--- src/rtl/stream_mux_rr.sv ---
// N-channel packet stream mux with a single registered output stage.
// Channel choice is per packet: fixed select or round-robin, held by a packet lock.
module stream_mux_rr #(
    parameter int unsigned N_CH   = 16,
    parameter int unsigned DATA_W = 8,
    parameter int unsigned SEL_W  = $clog2(N_CH)
) (
    input  logic                   clk_i,
    input  logic                   rst_ni,
    input  logic                   mode_i,
    input  logic [SEL_W-1:0]       sel_i,
    input  logic [N_CH*DATA_W-1:0] in_data_i,
    input  logic [N_CH-1:0]        in_valid_i,
    input  logic [N_CH-1:0]        in_last_i,
    output logic [N_CH-1:0]        in_ready_o,
    output logic [DATA_W-1:0]      out_data_o,
    output logic                   out_last_o,
    output logic [SEL_W-1:0]       out_ch_o,
    output logic                   out_valid_o,
    input  logic                   out_ready_i
);

    logic [DATA_W-1:0] out_data_q;
    logic              out_last_q;
    logic [SEL_W-1:0]  out_ch_q;
    logic              out_valid_q;
    logic              lock_q;
    logic [SEL_W-1:0]  lock_ch_q;
    logic [SEL_W-1:0]  ptr_q;

    logic              load;
    logic              accept;
    logic              sel_in_range;
    logic              rr_valid;
    logic [SEL_W-1:0]  rr_ch;
    logic              grant_valid;
    logic [SEL_W-1:0]  grant_ch;
    logic [DATA_W-1:0] grant_data;
    logic              grant_last;

    // Out-of-range select values only exist when N_CH is not a power of two.
    if (N_CH == (1 << SEL_W)) begin : g_sel_pow2
        assign sel_in_range = 1'b1;
    end else begin : g_sel_npow2
        assign sel_in_range = (32'(sel_i) < N_CH);
    end

    // Search ptr+1 .. ptr+N_CH modulo N_CH, so ptr itself has lowest priority.
    always_comb begin
        int unsigned idx;
        rr_valid = 1'b0;
        rr_ch    = '0;
        idx      = 0;
        for (int unsigned i = 1; i <= N_CH; i++) begin
            idx = 32'(ptr_q) + i;
            if (idx >= N_CH) begin
                idx = idx - N_CH;
            end
            if (!rr_valid && in_valid_i[SEL_W'(idx)]) begin
                rr_valid = 1'b1;
                rr_ch    = SEL_W'(idx);
            end
        end
    end

    always_comb begin
        grant_ch    = '0;
        grant_valid = 1'b0;
        if (lock_q) begin
            grant_ch    = lock_ch_q;
            grant_valid = in_valid_i[lock_ch_q];
        end else if (mode_i) begin
            grant_ch    = rr_ch;
            grant_valid = rr_valid;
        end else begin
            grant_ch    = sel_i;
            grant_valid = sel_in_range && in_valid_i[sel_i];
        end
    end

    always_comb begin
        grant_data = '0;
        grant_last = 1'b0;
        for (int unsigned c = 0; c < N_CH; c++) begin
            if (grant_ch == SEL_W'(c)) begin
                grant_data = in_data_i[c*DATA_W +: DATA_W];
                grant_last = in_last_i[c];
            end
        end
    end

    assign load   = ~out_valid_q | out_ready_i;
    assign accept = rst_ni & load & grant_valid;

    always_comb begin
        in_ready_o = '0;
        for (int unsigned c = 0; c < N_CH; c++) begin
            in_ready_o[c] = accept && (grant_ch == SEL_W'(c));
        end
    end

    always_ff @(posedge clk_i or negedge rst_ni) begin
        if (!rst_ni) begin
            out_data_q  <= '0;
            out_last_q  <= 1'b0;
            out_ch_q    <= '0;
            out_valid_q <= 1'b0;
            lock_q      <= 1'b0;
            lock_ch_q   <= '0;
            ptr_q       <= SEL_W'(N_CH - 1);
        end else if (accept) begin
            out_data_q  <= grant_data;
            out_last_q  <= grant_last;
            out_ch_q    <= grant_ch;
            out_valid_q <= 1'b1;
            lock_q      <= ~grant_last;
            lock_ch_q   <= grant_ch;
            if (grant_last && mode_i) begin
                ptr_q <= grant_ch;
            end
        end else if (out_ready_i) begin
            out_valid_q <= 1'b0;
        end
    end

    assign out_data_o  = out_data_q;
    assign out_last_o  = out_last_q;
    assign out_ch_o    = out_ch_q;
    assign out_valid_o = out_valid_q;

endmodule

--- config.mk ---
export PLATFORM = sky130hd
export DESIGN_NAME = stream_mux_rr
export DESIGN_NICKNAME = d
export VERILOG_FILES = /design/src/rtl/stream_mux_rr.sv
export SDC_FILE = /design/constraint.sdc
export NUM_CORES = 1
export LEC_CHECK = 0
export CAP_MARGIN = 20
export CORE_ASPECT_RATIO = 1.4
export CORE_MARGIN = 2
export CORE_UTILIZATION = 42
export CTS_CLUSTER_DIAMETER = 30
export CTS_CLUSTER_SIZE = 14
export DETAILED_ROUTE_END_ITERATION = 12
export PLACE_DENSITY = 0.8
export SLEW_MARGIN = 20
export SYNTH_ARGS = -nofsm -noshare
export SYNTH_HDL_FRONTEND = slang
export SYNTH_SLANG_ARGS = --single-unit
--- constraint.sdc ---
create_clock -name clk_i -period 6 [get_ports clk_i]
set_input_delay 1.2 -clock clk_i [delete_from_list [all_inputs] [get_ports clk_i]]
set_output_delay 1.2 -clock clk_i [all_outputs]
set_load 0.02 [all_outputs]
==> results of run 1 <==
## sequential cells by signal (all words and copies together), names as in the netlist
register and flops:
out_data_o 8, out_valid_o 1, lock_q 1, ptr_q 4, out_last_o 1, lock_ch_q 4
## layout make-up
class	instances	area share
multi-input cells	565	0.533
well taps	153	0.0206
clock inverters	1	0.000538
clock buffers	3	0.00806
flip-flops and latches	19	0.0516
repair buffers	408	0.379
diodes	2	0.000538
inverters	16	0.00645
## what timing repair did
action,4_1_cts,5_1_grt
resized for setup,117,68
cloned,2,0
buffers inserted,21,4
hold buffers,0,0
endpoints found under the setup margin,16,19
pin swaps,12,19
## stage by stage
step / util / instances / hold WS, ps / worst slack [ps]
after floorplan: - / 652 / 594 / 8.39
after global placement: 0.696 / 1135 / 468 / -783
after detailed placement: 0.696 / 1135 / 481 / -813
after CTS: 0.725 / 1162 / 494 / 30.5
after global routing: 0.733 / 1166 / 516 / -6.98
final: 0.734 / 1167 / 511 / 60.8
## per-layer routing
metal,track usage,share of wire,vias up
li1,-,-,3353
met1,0.430,0.31,3692
met2,0.753,0.51,656
met3,0.0688,0.082,232
met4,0.332,0.10,0
met5,0,0,-
## kinds of logic after synthesis
logic type,share of synthesized area
flops,0.0888
compound gates,0.309
fa+ha+maj,0.0185
xor+xnor,0.0224
simple gates,0.187
mux,0.314
buf+inv,0.0604
## cell usage in the layout (no fill, tap or decap), types with 10 or more instances in the layout
| master | n |
|---|---|
| sky130_fd_sc_hd__mux2i_1 | 44 |
| sky130_fd_sc_hd__mux4_2 | 38 |
| sky130_fd_sc_hd__o221ai_1 | 11 |
| sky130_fd_sc_hd__clkdlybuf4s50_1 | 165 |
| sky130_fd_sc_hd__clkbuf_2 | 16 |
| sky130_fd_sc_hd__inv_1 | 11 |
| sky130_fd_sc_hd__nor3_1 | 21 |
| sky130_fd_sc_hd__mux2_2 | 22 |
| sky130_fd_sc_hd__nor2_1 | 38 |
| sky130_fd_sc_hd__o211ai_1 | 15 |
| sky130_fd_sc_hd__a22oi_1 | 14 |
| sky130_fd_sc_hd__nor2_4 | 11 |
| sky130_fd_sc_hd__a21oi_1 | 28 |
| sky130_fd_sc_hd__xnor2_1 | 10 |
| sky130_fd_sc_hd__nand2_1 | 48 |
| sky130_fd_sc_hd__dfrtp_1 | 15 |
| sky130_fd_sc_hd__buf_4 | 205 |
| sky130_fd_sc_hd__o21ai_0 | 27 |
| sky130_fd_sc_hd__nand3_1 | 18 |
## path summary, 6_finish.rpt
| path | from | end | slack, ps | depth (start not counted) |
|---|---|---|---|---|
| max | in_valid_i[9] | in_ready_o[5] | 60 | 13 |
| min | out_last_o | out_last_o | 510 | 1 |
| max reg2reg | ptr_q[1] | out_data_o[6] | 180 | 24 |
| min reg2reg | out_last_o | out_last_o | 510 | 1 |
| max in group asynchronous | rst_ni | ptr_q[0] | 4410 | 2 |
| min in group asynchronous | rst_ni | out_valid_o | 1310 | 2 |
==> results.txt, run 1 <==
- Std cell rows: 49
* Critical path cell sequence: clkbuf_2, mux4_2, mux4_2, or3_4, nor4_4, buf_6, nor3b_4, o221ai_2, or2_4, nor2_4, nand2_4, nor3_4, buf_6
* Maximum clock skew at final layout: 2.03 ps
- By startpoint and endpoint, the worst setup path is classified as in -> out.
* Setup TNS: 0 ps
* Crit path required time: 4800 ps
* Layout cell share with drive strength beyond 1: 0.388
* Gp weighted congestion: 1.07
- Final Max Tran Viols: 0
* Via count of the first global-routing pass: 8125
- Critical-path top delay cell: sky130_fd_sc_hd__mux4_2
- The number of nets in the synthesized netlist is 828.
- The die is 138 um tall.
* Largest stage delay, worst path: 560 ps
- Depth of the CTS H-tree: 1
- For this configuration, the core starts out at a cell density of 0.426.
- Most numerous cell types in the synthesized netlist: 58 x sky130_fd_sc_hd__nand2_1, 52 x sky130_fd_sc_hd__nor2_1, 47 x sky130_fd_sc_hd__mux2i_1
* Number of buffers added by the clock tree synthesis step: 3
* Number of DRC violations after detailed routing: 0
- For the worst-skew pair, the clock arrives at the later sink with an insertion delay of 260 ps.
- Overall die width: 99.9 um
* Fraction of synthesized cell area taken by the top area cell type: 0.158
- Ys Warns: 0
- Across every metal layer, demand over resource in global routing totals 0.424.
- Vias per cell: 6.80
* Hold violation total from the final report: 0
* Synth Instances: 652
- For this run, the register share of the synthesized area comes to 0.0888.
- In the final routed layout, each cell accounts on average for 25.7 um.
* Clock transition at path regs: 60 ps
- Averaged over all synthesized cells, the footprint is 8.30 um^2.
- During I/O placement, the number of pins put on the boundary was 198.
- The routed layout has 7933 vias.
- Signal arrival time at the worst endpoint: 4740 ps
* Maximum number of pins on one net before global-route repair: 30
* Number of antenna violations at the first check in global routing: 1
- Post-route cell area: 9310 um^2
- From synthesis to final layout, the design area changed by 72.1%.
- Counting distinct cell types in the post-synthesis netlist gives 87.
- Of all nets on the critical path, the largest fanout is 6.
- By instance count, the leading cell after synthesis is sky130_fd_sc_hd__nand2_1.
- Summed over all layers, the global routing overflow is 0.
- STA classifies the critical path endpoint as a primary output.
- TritonCTS clock tree: built
- Input/output buffers: 197
- Summing all flip-flop and latch instances after layout gives 480 um^2.
* Mapped cell area: 5410 um^2
- Number of detailed-routing iterations run before antenna repair: 9
* Multi-input gate area: 4960 um^2
- TritonCTS Sinks: 19
* # Max-Cap Violations: 0
* Achievable Freq: 168 MHz
* Slew HR: 0.590
- Drt initial violations: 639
- Deepest clock path buffer count: 2
* Global-route wire length before repair: 45.0 mm
* Critical path's top delay family: simple AND/OR/NAND/NOR gates
- Die Footprint: 13800 um^2
* Predominant post-synthesis flop cell: sky130_fd_sc_hd__dfrtp_1
- Number of antenna-violating nets in the routed design: 0
- Yosys mapped a number of flops with a built-in enable equal to 0.
- Clock period minus worst slack: 5940 ps
- Layout net count: 1189
* Slew at the pin with the worst max-slew slack: 611 ps
- Path type of the worst min-delay path: reg -> reg
- Dividing the final minimum period by the clock period gives 0.990.
- In this run, synthesis produced a sequential element count of 19.
- The tree is rooted in a sky130_fd_sc_hd__clkbuf_16.
* Count of fill cells added during filler insertion: 938
- Leading post-synthesis cells by cell area: sky130_fd_sc_hd__mux4_2 16%, sky130_fd_sc_hd__mux2i_1 8.7%, sky130_fd_sc_hd__dfrtp_1 6.9%
- Number of buffers and inverters on the critical path: 3
- Core region area: 12700 um^2
* Status: complete, no violations
* Detailed Place HPWL: 23.7 mm
- Nature of the critical path startpoint: primary input
- Wirelength, routed: 30.0 mm
* Post-place instance area: 8830 um^2
* Cell type contributing the most total cell area after synthesis: sky130_fd_sc_hd__mux4_2
- Setup violations remaining at the end of the flow were counted as 0.
- For this run, asynchronously set or reset flops after synthesis account for 1.00.
Power of run 1 is left out: the tool's default activity adds up to more than one toggle a clock period on the data nets, which glitch-free logic cannot reach.
==> run 2, diff against run 1 <==
SETUP_SLACK_MARGIN = 0.3   (was unset)
==> results.txt, run 2 (synthesis results as in run 1) <==
- Status: complete, no violations
- Highest-count cells in the layout ignoring fill and taps: 200 x sky130_fd_sc_hd__buf_4, 165 x sky130_fd_sc_hd__clkdlybuf4s50_1, 48 x sky130_fd_sc_hd__nand2_1, 44 x sky130_fd_sc_hd__mux2i_1, 42 x sky130_fd_sc_hd__buf_6
* Class of the most critical setup path: in -> out
- The initial antenna violation count is 0.
* Number of antenna-violating nets in the routed design: 0
- Met3 wire length: 2.91 mm
- TritonCTS built the clock tree.
* Deepest clock path buffer count: 2
* Number of detailed-routing iterations run before antenna repair: 10
- Final hold slack: 519 ps
- Hold violation total from the final report: 0
* Depth of the CTS H-tree: 1
* Vertical die dimension: 138 um
* Path type of the worst min-delay path: reg -> reg
- The number of antenna diodes in the final layout is 0.
- Insertion delay of the later-clocked pin in the worst-skew pair: 260 ps
- After detailed routing, the wire length on met1 is 9.27 mm.
- For this design, the sink count on the clock tree is 19.
- Data on the critical path is required at its endpoint by 4800 ps.
* Via count of the first global-routing pass: 8196
* Average routed wire per standard cell: 25.6 um
- During I/O placement, the number of pins put on the boundary was 198.
- Number of buffers and inverters on the critical path: 8
- The area growth from synthesis to layout is 80.2%.
- The worst path in the final design needs a cycle of 5790 ps, including I/O delays and setup.
- Of the cells placed in the final design, the portion with a size suffix greater than 1 is 0.415.
- Core region area: 12700 um^2
* Std cell rows: 49
- The highest metal layer carrying signal wires in the routed design is met4.
- Die Footprint: 13800 um^2
* Remaining Overflow, GRT: 0
- Maximum number of pins on one net before global-route repair: 36
- Achievable Freq: 173 MHz
* Critical path cell sequence: buf_4, mux4_2, buf_4, mux4_2, inv_2, buf_4, o21ai_0, a221o_1, nand3_4, o211ai_1, a32oi_2, buf_4, clkbuf_16, nand2_4, buf_6, nor3_4, buf_6
- After the first detailed-routing iteration, the DRC count stood at 717.
- Measured along the x axis, the die boundary spans 99.9 um.
- Input/output buffers: 197
- Slew HR: 0.553
- Final worst-path cycle share: 0.965
- For the pin with the worst max-slew slack, the measured transition is 652 ps.
- Across every metal layer, demand over resource in global routing totals 0.421.
- For this run, the share of the core covered by cells in the final layout is 0.768.
- The worst setup path is launched from a primary input.
- Most Frequent Cell on Critical Path: sky130_fd_sc_hd__buf_4
* Number of buffers added by the clock tree synthesis step: 3
- For this design, the slowest cell found on the critical path is sky130_fd_sc_hd__mux4_2.
* Max FFs per register: 8
* Count of fill cells added during filler insertion: 857
- STA puts the critical path data arrival time at 4590 ps.
* Largest stage delay, worst path: 580 ps
* Maximum clock skew at final layout: 4.50 ps
- In this run the worst path has a maximum fanout of 6.
- The count of pins over their slew limit came to 0.
- After detailed routing, the number of remaining DRC violations is 0.
- Setup violations remaining at the end of the flow were counted as 0.
- RSZ-0062 raised after global routing: yes
- The HPWL after detailed placement is 23.3 mm.
- Across all layers, the routed design uses 8005 vias.
* Clock root buffer: sky130_fd_sc_hd__clkbuf_16
* Global-route wire length before repair: 45.0 mm
- Critical path's top delay family: buffers and inverters
- Initial cell density of the core: 0.426
- CP Capture Type: primary output
- In the routed layout, each cell is associated on average with a via count of 6.78.
- Leading cell type in the layout, fill and taps excluded: sky130_fd_sc_hd__buf_4
- Clock transition at path regs: 60 ps
- # Max-Cap Violations: 0
* Routed wire length on met2: 14.7 mm
* Wirelength, routed: 30.2 mm
- Gp weighted congestion: 1.09
- At the end of the flow, the number of nets in the layout was 1204.
==> run 2: area by class of cell <==
type / instances / area [um^2] / share of cell area
Clock buffer: 4 / 78.8 / 0.00809
Inverter: 16 / 63.8 / 0.00655
Multi-Input combinational cell: 565 / 5090 / 0.522
Sequential cell: 19 / 480 / 0.0493
Tap cell: 153 / 191 / 0.0196
Timing Repair Buffer: 423 / 3840 / 0.394
==> run 2: worst paths after layout <==
| kind | depth (start not counted) | slack, ps | from | end |
|---|---|---|---|---|
| hold reg to reg | 1 | 520 | out_last_o | out_last_o |
| hold / removal | 1 | 520 | out_last_o | out_last_o |
| min in group asynchronous | 2 | 1300 | rst_ni | out_valid_o |
| setup / recovery | 17 | 210 | in_valid_i[1] | in_ready_o[8] |
| max in group asynchronous | 2 | 4410 | rst_ni | ptr_q[2] |
| setup reg to reg | 20 | 430 | ptr_q[1] | ptr_q[0] |
==> run 2: through the flow <==
step	TNS, ps	area, um^2	std cells	setup slack [ps]
3_5_place_dp	-11820	8960	1135	-774
3_3_place_gp	-10250	8960	1135	-722
4_1_cts	0	9450	1168	264
5_1_grt	0	9750	1180	149
6_report	0	9750	1180	211
2_1_floorplan	0	5670	652	245
==> run 2: what timing repair did <==
item | in CTS | in global routing
hold buffers | 0 | 0
gates resized for setup | 218 | 52
pin swaps | 27 | 28
setup endpoints to repair | 23 | 20
setup buffers | 28 | 12
gates cloned | 1 | 0
==> run 2: metal layers <==
layer  global-route usage  vias up
met3               0.0799      241
li1                     -     3384
met5                    0        -
met1                0.430     3702
met2                0.732      678
met4                0.337        0
Power of run 2 is left out for the same reason.
==> run 3, diff against run 2 <==
PLACE_DENSITY = 0.79   (was 0.8)
==> results.txt, run 3 (synthesis results as in run 1) <==
- In this run, CTS created clock tree buffers numbering 3.
- Layout cell share with drive strength beyond 1: 0.399
* Number of detailed-routing iterations run before antenna repair: 6
* Critical path cell sequence: buf_4, mux4_2, mux4_2, or3_4, nor4_4, buf_2, and3_4, a41oi_1, buf_4, o31ai_4, nand2_2, buf_6, nor2_1, buf_4
* Maximum number of pins on one net before global-route repair: 36
- On the final layout, the worst clock skew is 4.23 ps.
* Total global-route track usage: 0.412
* Crit path required time: 4800 ps
* Post-route setup slack: 274 ps
- The final hold violation count was 0.
- Nature of the critical path startpoint: primary input
- The clock net in this run drives a total of 19 sinks.
- After clock tree synthesis, the clock-pin slew on the worst setup and hold paths is 60 ps.
- The library cell used most frequently in the layout, excluding fill and tap cells, is sky130_fd_sc_hd__buf_4.
- Number of setup violations in the final report: 0
* Clock period minus worst slack: 5730 ps
* Final worst-path cycle share: 0.954
* Vertical die dimension: 138 um
- TritonCTS built the clock tree.
- Highest-count cells in the layout ignoring fill and taps: 193 x sky130_fd_sc_hd__buf_4, 165 x sky130_fd_sc_hd__clkdlybuf4s50_1, 49 x sky130_fd_sc_hd__nand2_1, 43 x sky130_fd_sc_hd__mux2i_1, 40 x sky130_fd_sc_hd__buf_6
* Die Footprint: 13800 um^2
- Via count of the first global-routing pass: 8054
* Wirelength, routed: 29.7 mm
* Number of antenna-violating nets in the routed design: 0
- Overall die width: 99.9 um
- Counting stages on the worst path, the most repeated cell is sky130_fd_sc_hd__buf_4.
* Detailed Place HPWL: 23.6 mm
- In this run the worst path has a maximum fanout of 5.
- Slew at the pin with the worst max-slew slack: 653 ps
* Clock root buffer: sky130_fd_sc_hd__clkbuf_16
* Gp weighted congestion: 1.10
- # Max-Cap Violations: 0
- The critical path in this run is classified as in -> out.
- Layout net count: 1190
* Insertion delay of the later-clocked pin in the worst-skew pair: 260 ps
- Setup repair after global routing could not meet its margin everywhere.
- Vias after detailed routing: 7883
* Path type of the worst min-delay path: reg -> reg
- Remaining Overflow, GRT: 0
- The register with the most flip-flops in the layout has 8 of them.
- Deepest clock path buffer count: 2
- Core region area: 12700 um^2
- Counting both buffers and inverters, the worst setup path holds a total of 5.
- Signal arrival time at the worst endpoint: 4530 ps
- Cell depth of the worst min-delay path: 2
- Boundary pin count: 198
- Vias per cell: 6.75
- CP Capture Type: primary output
- Slew HR: 0.562
* Largest stage delay, worst path: 530 ps
* Std cell rows: 49
* Drt initial violations: 874
- The count of pins over their slew limit was 0.
* Status: complete, no violations
- OpenSTA, run right after detailed placement, puts the worst setup slack at -766 ps.
* Depth of the CTS H-tree: 1
* Average routed wire per standard cell: 25.4 um
* Number of DRC violations after detailed routing: 0
- Number of antenna violations at the first check in global routing: 1
- For this configuration, the core starts out at a cell density of 0.426.
* Critical-path top delay cell: sky130_fd_sc_hd__mux4_2
* Count of fill cells added during filler insertion: 894
- Input/output buffers: 197
* Critical path's top delay family: simple AND/OR/NAND/NOR gates
* Stages on worst setup path: 14
* Relative area change from synthesis to final layout: 76.3%
* Achievable Freq: 175 MHz
- The first global-routing pass estimated 44.1 mm of wire.
- For the worst flop-to-flop path, the logic depth is 22.
- At the end of the flow the core is filled with cells to 0.751.
-- run 3: cell count changes in the layout (fill, tap and decap cells not counted), sizes merged --
cell,before,now
clkbuf,5,4
diode,0,1
buf,257,244
-- run 3: what timing repair did --
action,CTS,global route
endpoints found under the setup margin,30,20
pin swaps,18,27
gates resized for setup,181,73
hold buffers,0,0
buffers inserted,18,15
cloned,1,0
-- run 3: layout make-up --
type                    count  area, um^2  share of cell area
clock buffers               4        78.8             0.00827
diodes                      1        2.50            0.000262
multi-input cells         565        5060               0.530
repair buffers            409        3660               0.384
flip-flops and latches     19         480              0.0504
well taps                 153         191              0.0201
inverters                  16        63.8             0.00669
-- run 3: routing by layer --
layer / routed length [um] / vias up / global-route usage
li1: - / 3347 / -
met1: 9200 / 3704 / 0.426
met2: 15000 / 655 / 0.755
met3: 2780 / 177 / 0.0581
met4: 2670 / 0 / 0.273
met5: 0 / - / 0
-- run 3: per-stage QoR --
stage               instances  instance area (um^2)  hold WS, ps  setup TNS [ps]
global route             1167                  9540          525               0
floorplan                 652                  5670          594               0
detailed placement       1128                  8890          493          -13110
CTS                      1151                  9140          506               0
global placement         1128                  8890          487          -11760
finish                   1167                  9540          500               0
-- run 3: worst reg2reg max path: stages (launching register included) --
cell                         delay [ps]
sky130_fd_sc_hd__dfstp_2            580
sky130_fd_sc_hd__clkinvlp_4         120
sky130_fd_sc_hd__ha_4               320
sky130_fd_sc_hd__buf_4              140
sky130_fd_sc_hd__mux2_4             310
sky130_fd_sc_hd__buf_4              140
sky130_fd_sc_hd__o21a_1             210
sky130_fd_sc_hd__o221ai_2           300
sky130_fd_sc_hd__nand3_2            170
sky130_fd_sc_hd__buf_4              180
sky130_fd_sc_hd__nor4_1             550
sky130_fd_sc_hd__a211oi_4           110
sky130_fd_sc_hd__a31oi_4            270
sky130_fd_sc_hd__o31a_1             250
sky130_fd_sc_hd__buf_6              150
sky130_fd_sc_hd__buf_4              160
sky130_fd_sc_hd__buf_6              220
sky130_fd_sc_hd__mux4_2             390
sky130_fd_sc_hd__nand2_1            100
sky130_fd_sc_hd__a2bb2oi_1          100
sky130_fd_sc_hd__o311a_4            400
sky130_fd_sc_hd__buf_4              150
sky130_fd_sc_hd__mux2i_1            160
-- run 3: final timing paths --
kind,to,slack [ps],from
worst max register to register,ptr_q[1],450,ptr_q[1]
worst max-delay path,in_ready_o[7],270,in_valid_i[4]
max in group asynchronous,ptr_q[3],4420,rst_ni
worst min register to register,out_valid_o,500,out_valid_o
min in group asynchronous,out_valid_o,1280,rst_ni
worst min-delay path,out_valid_o,500,out_valid_o
Power of run 3 is left out for the same reason.
